File: config.mk
export PLATFORM = sky130hd
export DESIGN_NAME = alu_step_sequencer_flat
export DESIGN_NICKNAME = d
export VERILOG_FILES = /design/src/rtl/alu_step_sequencer_if.sv /design/src/rtl/alu_step_sequencer.sv /design/src/flat_wrapper.sv
export SDC_FILE = /design/constraint.sdc
export NUM_CORES = 1
export LEC_CHECK = 0
export BUFFER_PORTS_ARGS = -buffer_cell sky130_fd_sc_hd__buf_2
export CAP_MARGIN = 40
export CORE_UTILIZATION = 40
export CTS_BUF_LIST = sky130_fd_sc_hd__clkbuf_16
export CTS_CLUSTER_SIZE = 30
export DETAILED_ROUTE_END_ITERATION = 12
export MAX_ROUTING_LAYER = met4
export PLACE_DENSITY = 0.64
export SYNTH_ARGS = -nofsm -noshare
export SYNTH_HDL_FRONTEND = slang
export SYNTH_SLANG_ARGS = --single-unit
File: constraint.sdc
create_clock -name clk -period 3.97 [get_ports clk]
set_clock_uncertainty 0.2 [all_clocks]
set_input_delay 0.397 -clock clk [delete_from_list [all_inputs] [get_ports clk]]
set_output_delay 0.397 -clock clk [all_outputs]
set_load 0.02 [all_outputs]
File: src/rtl/alu_step_sequencer_if.sv
// Handshake and result bus between the microcode sequencer (master) and
// the multiply/divide step sequencer (slave).
interface alu_step_sequencer_if #(
    parameter int WIDTH = 32
);
    logic             start;
    logic             op;
    logic [WIDTH-1:0] a;
    logic [WIDTH-1:0] b;
    logic             busy;
    logic             done;
    logic [WIDTH-1:0] result_hi;
    logic [WIDTH-1:0] result_lo;
    logic             err;

    modport master (
        output start, op, a, b,
        input  busy, done, result_hi, result_lo, err
    );

    modport slave (
        input  start, op, a, b,
        output busy, done, result_hi, result_lo, err
    );
endinterface

File: src/rtl/alu_step_sequencer.sv
// Multi-cycle unsigned multiply / restoring divide sequencer.
// One (WIDTH+1)-bit add or subtract per clock. Result is {hi, lo}.
// Build option: define ALU_STEP_SEQ_DIV_EN to compile in the divide path;
// without it an op=1 request completes immediately with err=1 and zero results.
//
// state | meaning
// ------+------------------------------------------------------------
// IDLE  | waiting for start; results from the last operation held
// RUN   | one add/subtract step per cycle, cnt counts 0..WIDTH-1
// DONE  | one-cycle done pulse; a start here is accepted immediately
module alu_step_sequencer #(
    parameter int WIDTH = 32
) (
    input  logic                 clk,
    input  logic                 reset_n,
    alu_step_sequencer_if.slave  bus
);
    localparam int CNT_W = $clog2(WIDTH) + 1;

    typedef enum logic [1:0] {
        IDLE = 2'd0,
        RUN  = 2'd1,
        DONE = 2'd2
    } state_t;

    state_t           state, state_nxt;
    logic [CNT_W-1:0] cnt, cnt_nxt;
    logic [WIDTH-1:0] hi, hi_nxt;
    logic [WIDTH-1:0] lo, lo_nxt;
    logic [WIDTH-1:0] breg, breg_nxt;
    logic             err, err_nxt;

    // Shared (WIDTH+1)-bit adder: x + y + cin
    logic [WIDTH:0]   add_x, add_y, sum;
    logic             add_cin;

`ifdef ALU_STEP_SEQ_DIV_EN
    logic             op_r, op_nxt;
    logic [WIDTH:0]   rem;
`endif

    // State, step counter and datapath registers
    always_ff @(posedge clk or negedge reset_n) begin
        if (!reset_n) begin
            state <= IDLE;
            cnt   <= '0;
            hi    <= '0;
            lo    <= '0;
            breg  <= '0;
            err   <= 1'b0;
`ifdef ALU_STEP_SEQ_DIV_EN
            op_r  <= 1'b0;
`endif
        end else begin
            state <= state_nxt;
            cnt   <= cnt_nxt;
            hi    <= hi_nxt;
            lo    <= lo_nxt;
            breg  <= breg_nxt;
            err   <= err_nxt;
`ifdef ALU_STEP_SEQ_DIV_EN
            op_r  <= op_nxt;
`endif
        end
    end

    // Next-state, adder operand selection and datapath update
    always_comb begin
        state_nxt = state;
        cnt_nxt   = cnt;
        hi_nxt    = hi;
        lo_nxt    = lo;
        breg_nxt  = breg;
        err_nxt   = err;
        add_x     = {1'b0, hi};
        add_y     = {1'b0, (lo[0] ? breg : {WIDTH{1'b0}})};
        add_cin   = 1'b0;
`ifdef ALU_STEP_SEQ_DIV_EN
        op_nxt    = op_r;
        // Partial remainder after the left shift; its msb is the bit leaving hi
        rem       = {hi, lo[WIDTH-1]};
        if (op_r) begin
            add_x   = rem;
            add_y   = ~{1'b0, breg};
            add_cin = 1'b1;
        end
`endif
        sum = add_x + add_y + (WIDTH + 1)'(add_cin);

        case (state)
            IDLE, DONE: begin
                if (state == DONE) begin
                    state_nxt = IDLE;
                end
                if (bus.start) begin
                    breg_nxt  = bus.b;
                    err_nxt   = 1'b0;
                    cnt_nxt   = '0;
                    hi_nxt    = '0;
                    lo_nxt    = bus.a;
                    state_nxt = RUN;
`ifdef ALU_STEP_SEQ_DIV_EN
                    op_nxt    = bus.op;
                    if (bus.op && (bus.b == '0)) begin
                        err_nxt   = 1'b1;
                        hi_nxt    = bus.a;
                        lo_nxt    = '1;
                        state_nxt = DONE;
                    end
`else
                    if (bus.op) begin
                        err_nxt   = 1'b1;
                        hi_nxt    = '0;
                        lo_nxt    = '0;
                        state_nxt = DONE;
                    end
`endif
                end
            end
            RUN: begin
                cnt_nxt = cnt + CNT_W'(1);
`ifdef ALU_STEP_SEQ_DIV_EN
                if (op_r) begin
                    // sum[WIDTH] set means the trial subtraction went negative
                    hi_nxt = sum[WIDTH] ? rem[WIDTH-1:0] : sum[WIDTH-1:0];
                    lo_nxt = {lo[WIDTH-2:0], ~sum[WIDTH]};
                end else begin
                    hi_nxt = sum[WIDTH:1];
                    lo_nxt = {sum[0], lo[WIDTH-1:1]};
                end
`else
                hi_nxt = sum[WIDTH:1];
                lo_nxt = {sum[0], lo[WIDTH-1:1]};
`endif
                if (cnt == CNT_W'(WIDTH - 1)) begin
                    state_nxt = DONE;
                end
            end
            default: begin
                state_nxt = IDLE;
            end
        endcase
    end

    // Outputs are decodes of the state and the raw result registers
    always_comb begin
        bus.busy      = (state == RUN);
        bus.done      = (state == DONE);
        bus.result_hi = hi;
        bus.result_lo = lo;
        bus.err       = err;
    end
endmodule
File: src/flat_wrapper.sv
// flat-port wrapper written by rule: the top's interface ports become plain ports
module alu_step_sequencer_flat 
#(
    parameter int WIDTH = 32
)
  (clk, reset_n, bus_start, bus_op, bus_a, bus_b, bus_busy, bus_done, bus_result_hi, bus_result_lo, bus_err);
  alu_step_sequencer_if #(.WIDTH(WIDTH)) bus_i ();
  input  logic clk;
  input  logic reset_n;
  input wire logic [$bits(bus_i.start)-1:0] bus_start;
  input wire logic [$bits(bus_i.op)-1:0] bus_op;
  input wire logic [$bits(bus_i.a)-1:0] bus_a;
  input wire logic [$bits(bus_i.b)-1:0] bus_b;
  output wire logic [$bits(bus_i.busy)-1:0] bus_busy;
  output wire logic [$bits(bus_i.done)-1:0] bus_done;
  output wire logic [$bits(bus_i.result_hi)-1:0] bus_result_hi;
  output wire logic [$bits(bus_i.result_lo)-1:0] bus_result_lo;
  output wire logic [$bits(bus_i.err)-1:0] bus_err;
  assign bus_i.start = bus_start;
  assign bus_i.op = bus_op;
  assign bus_i.a = bus_a;
  assign bus_i.b = bus_b;
  assign bus_busy = bus_i.busy;
  assign bus_done = bus_i.done;
  assign bus_result_hi = bus_i.result_hi;
  assign bus_result_lo = bus_i.result_lo;
  assign bus_err = bus_i.err;
  alu_step_sequencer #(.WIDTH(WIDTH)) u_core (.clk(clk), .reset_n(reset_n), .bus(bus_i));
endmodule
==> impl_metrics.py <==
metrics = {
    "global_route": {
        "grt_pass1_vias": 5180,
        "antenna_found_initial": 0,
        "grt_overflow": 0,
        "grt_max_degree": 58,
        "grt_use_total_pct": 21.09,
        "grt_pass1_wl_um": 26360,
    },
    "critical_path": {
        "cpPeakStageDelay_ns": 0.44,
        "path_max_fanout": 22,
        "critical-path-slowest-cell": "fa_1",
        "worstSetupStartpointType": "register",
        "r2r_slack_ns": 0.79,
        "arrival_ns": 3.23,
        "critPathMostFrequentCell": "nand2_1",
        "cp_cell_sequence": "buf_4, nand2_1, fa_1, nor2b_1, o2111ai_1, a211oi_1, o311ai_2, a2111oi_2, mux2i_1, nand2_1",
        "r2r-end": "u_core.bus.result_hi[25]",
        "rr_startpoint": "u_core.bus.result_lo[0]",
        "critical_path_class": "register to register",
        "reg2reg_depth": 10,
        "required_ns": 4.02,
        "endpoint_kind": "register",
    },
    "placement": {
        "hpwl_um": 11500,
        "gp_congestion": 0.8835,
        "post-place-ws_ns": 0.7948,
        "port_buffers": 134,
        "dp_cells": 1019,
    },
    "synth": {
        "async_flop_share_pct": 100.0,
        "synth_cells": 725,
        "synthMuxAreaShare_pct": 0.3221,
        "synthTopCellsByArea": "dfrtp_1 (42%), nand2_1 (13%), ha_1 (6.6%), a22oi_1 (4.1%), o21ai_0 (3.6%)",
        "synth_compound_area_share_pct": 21.30,
        "synth-seq-area-share_pct": 42.27,
        "synth_top_area_share_pct": 42.27,
        "yosys.area.top_type": "dfrtp_1",
        "synthSimpleGateAreaFrac_pct": 23.11,
        "synth_edf_count": 0,
        "synth_area_per_cell_um2": 8.574,
        "synthFlopType": "dfrtp_1",
        "ys_ff_latch": 105,
        "syn_area_um2": 6216,
        "syn_nets": 827,
        "synth_xor_area_share_pct": 2.254,
        "ys_warn_count": 0,
        "synth_top_family_by_area": "simple AND/OR/NAND/NOR gates",
        "synthDistinctLibCells": 67,
        "synth-adder-area-share_pct": 6.965,
    },
    "finish": {
        "instances_no_fill": 1038,
        "syn_to_final_growth_pct": 18.76,
        "layout.nets": 947,
        "drive_gt1_share_pct": 21.41,
        "antenna_cells": 0,
    },
    "power": {
        "swShare_pct": 46.51,
        "p_seq_share_pct": 33.6,
        "leakage_nw": 3.745,
        "pwr-share-comb_pct": 49.8,
        "p_per_area_nw_per_um2": 747.9,
        "finalPower_w": 0.005521,
        "vdd_drop_max_v": 0.0002881,
        "intPower_w": 0.002953,
        "power_switching_w": 0.002568,
        "p_clk_share_pct": 16.6,
    },
    "timing": {
        "period_needed_ns": 3.176,
        "fmax_ghz": 0.3149,
        "setup_slack_ns": 0.7939,
        "tightest_slew_ns": 0.7281,
        "finalMaxSlewViolations": 0,
        "relSlewSlack_pct": 51.46,
        "layout_worst_path_cycle_share_pct": 80.00,
        "setup_viol": 0,
        "final_hold_viol_count": 0,
        "rsz0062_at_grt": "no",
        "finalSetupTns_ns": 0,
    },
    "min_path": {
        "whs_path_depth": 3,
        "hp-start": "bus_b[26]",
        "min_to": "u_core.breg[26]",
        "hp-class": "primary input to register",
    },
    "clock_network": {
        "ctsHtreeMaxLevel": 3,
        "cts_root_buffer": "clkbuf_16",
        "cts_tree": "yes",
        "cts_hold_buf": 3,
        "postCtsSetupRepairBufs": 0,
        "cts_buffers": 9,
        "clk_path_buf_depth": 2,
        "worstSkewPairLatency_ns": 0.37,
        "cts_resized": 0,
        "path_clk_slew_ns": 0.08,
        "clock_sinks": 105,
    },
    "status": {
        "run_status": "complete, no violations",
    },
    "die": {
        "fp-row-count": 45,
        "initial_core_util_pct": 40.89,
        "die_h_um": 126.7,
        "fp.dieArea_um2": 16040,
        "die_w_um": 126.7,
        "core-area_um2": 15200,
        "io-pin-count": 135,
    },
    "routing": {
        "drtAntennaViolNets": 0,
        "dr_total_vias": 5588,
        "routed_wl_um": 15900,
        "drcViolationCount": 0,
        "drt_pass1_iterations": 5,
        "drt-vias-per-instance": 5.383,
        "drt-initial-drc-count": 376,
        "drt-wirelength-per-cell_um": 15.32,
    },
    "run": {
        "timing.max_cap.violations": 0,
    },
}
## synthesized netlist by cell type (all sizes together) (4+ instances only)
cell     count
o21bai       4
xnor2        5
a21boi       4
dfrtp      105
o2111ai      4
inv         13
nand2      212
ha          33
nor2        23
a31oi        6
nor3         7
nand3       10
o21a         8
a21o        11
a21oi       36
o211ai       8
a22oi       34
buf          8
xor2        11
clkbuf      31
o311ai       4
and2        34
nand4        8
o31ai        8
and3         6
o21ai       46
or3          6
## how the worst max path moves through the flow
stage | startpoint | to | slack (ns) | cells after the start
after floorplan | u_core.bus.result_lo[0] | u_core.bus.result_hi[25] | 0.89 | 10
after global placement | u_core.bus.result_lo[0] | u_core.bus.result_hi[25] | 0.86 | 10
after detailed placement | u_core.bus.result_lo[0] | u_core.bus.result_hi[29] | 0.79 | 10
after CTS | u_core.bus.result_lo[0] | u_core.bus.result_hi[29] | 0.77 | 10
after global routing | u_core.bus.result_lo[0] | u_core.bus.result_hi[25] | 0.52 | 10
final | u_core.bus.result_lo[0] | u_core.bus.result_hi[25] | 0.79 | 10
## cell families (layout without fill, tap and decap cells)
kind of cell    Yosys count  after routing
compound gates          194            194
flops                   105            105
xor+xnor                 16             16
mux                       2              2
fa+ha+maj                34             34
simple gates            322            322
buf+inv                  52            177
## through the flow
stage | util [%] | hold slack, ns | area [µm²]
floorplan | - | -0.09859 | 6216
global placement | 46.35 | 0.2524 | 7046
detailed placement | 46.35 | 0.2546 | 7046
CTS | 48.56 | 0.001562 | 7382
global route | 48.56 | 0.003899 | 7382
finish | 48.56 | 0.01160 | 7382
## critical path, delay by kind of cell, from the launching register on
family          cells  cell delay, ns
fa+ha+maj           1            0.44
simple gates        3            0.37
buf+inv             1            0.22
mux                 1            0.23
flops               1            0.36
compound gates      4            1.24
## layout make-up
| class | instances | area, µm² |
|---|---|---|
| Sequential cell | 105 | 2628 |
| Fill cell | 1525 | 7820 |
| Inverter | 13 | 48.80 |
| Clock buffer | 9 | 225.2 |
| Multi-Input combinational cell | 568 | 3366 |
| Timing Repair Buffer | 148 | 798.3 |
| Tap cell | 188 | 235.2 |
| Clock inverter | 7 | 81.33 |
## registers in the layout, summed over array words and instances, names as in the netlist
name and flops:
u_core.breg 32, u_core.bus.result_hi 32, u_core.state 2, u_core.bus.err 1
u_core.cnt 6, u_core.bus.result_lo 32
## power groups by stage
stage               sequential (W)  combinational, W  clock (W)
finish                     0.00186           0.00275   0.000914
global placement           0.00188           0.00271          0
CTS                        0.00186           0.00276   0.000939
floorplan                  0.00209           0.00170          0
global route               0.00192           0.00307   0.000974
detailed placement         0.00187           0.00275          0
## cells in the final DEF, fill, tap and decap left out, types with 11 or more instances in the layout
master   Yosys  routed
a21oi_1     35      35
a22oi_1     34      34
and2_1      33      33
buf_2        1     133
buf_4        1      11
dfrtp_1    105     105
ha_1        33      33
inv_1       13      13
nand2_1    212     212
nor2_1      23      21
o21ai_0     45      45
xor2_1      11      11
## layer usage
layer | global-route usage, % | share of wire [%]
met1 | 30.62 | 52
met2 | 30.35 | 43
met3 | 4.639 | 4.9
met4 | 3.711 | 0.76
met5 | - | 0
No activity file was read; power rests on OpenSTA's default activity.
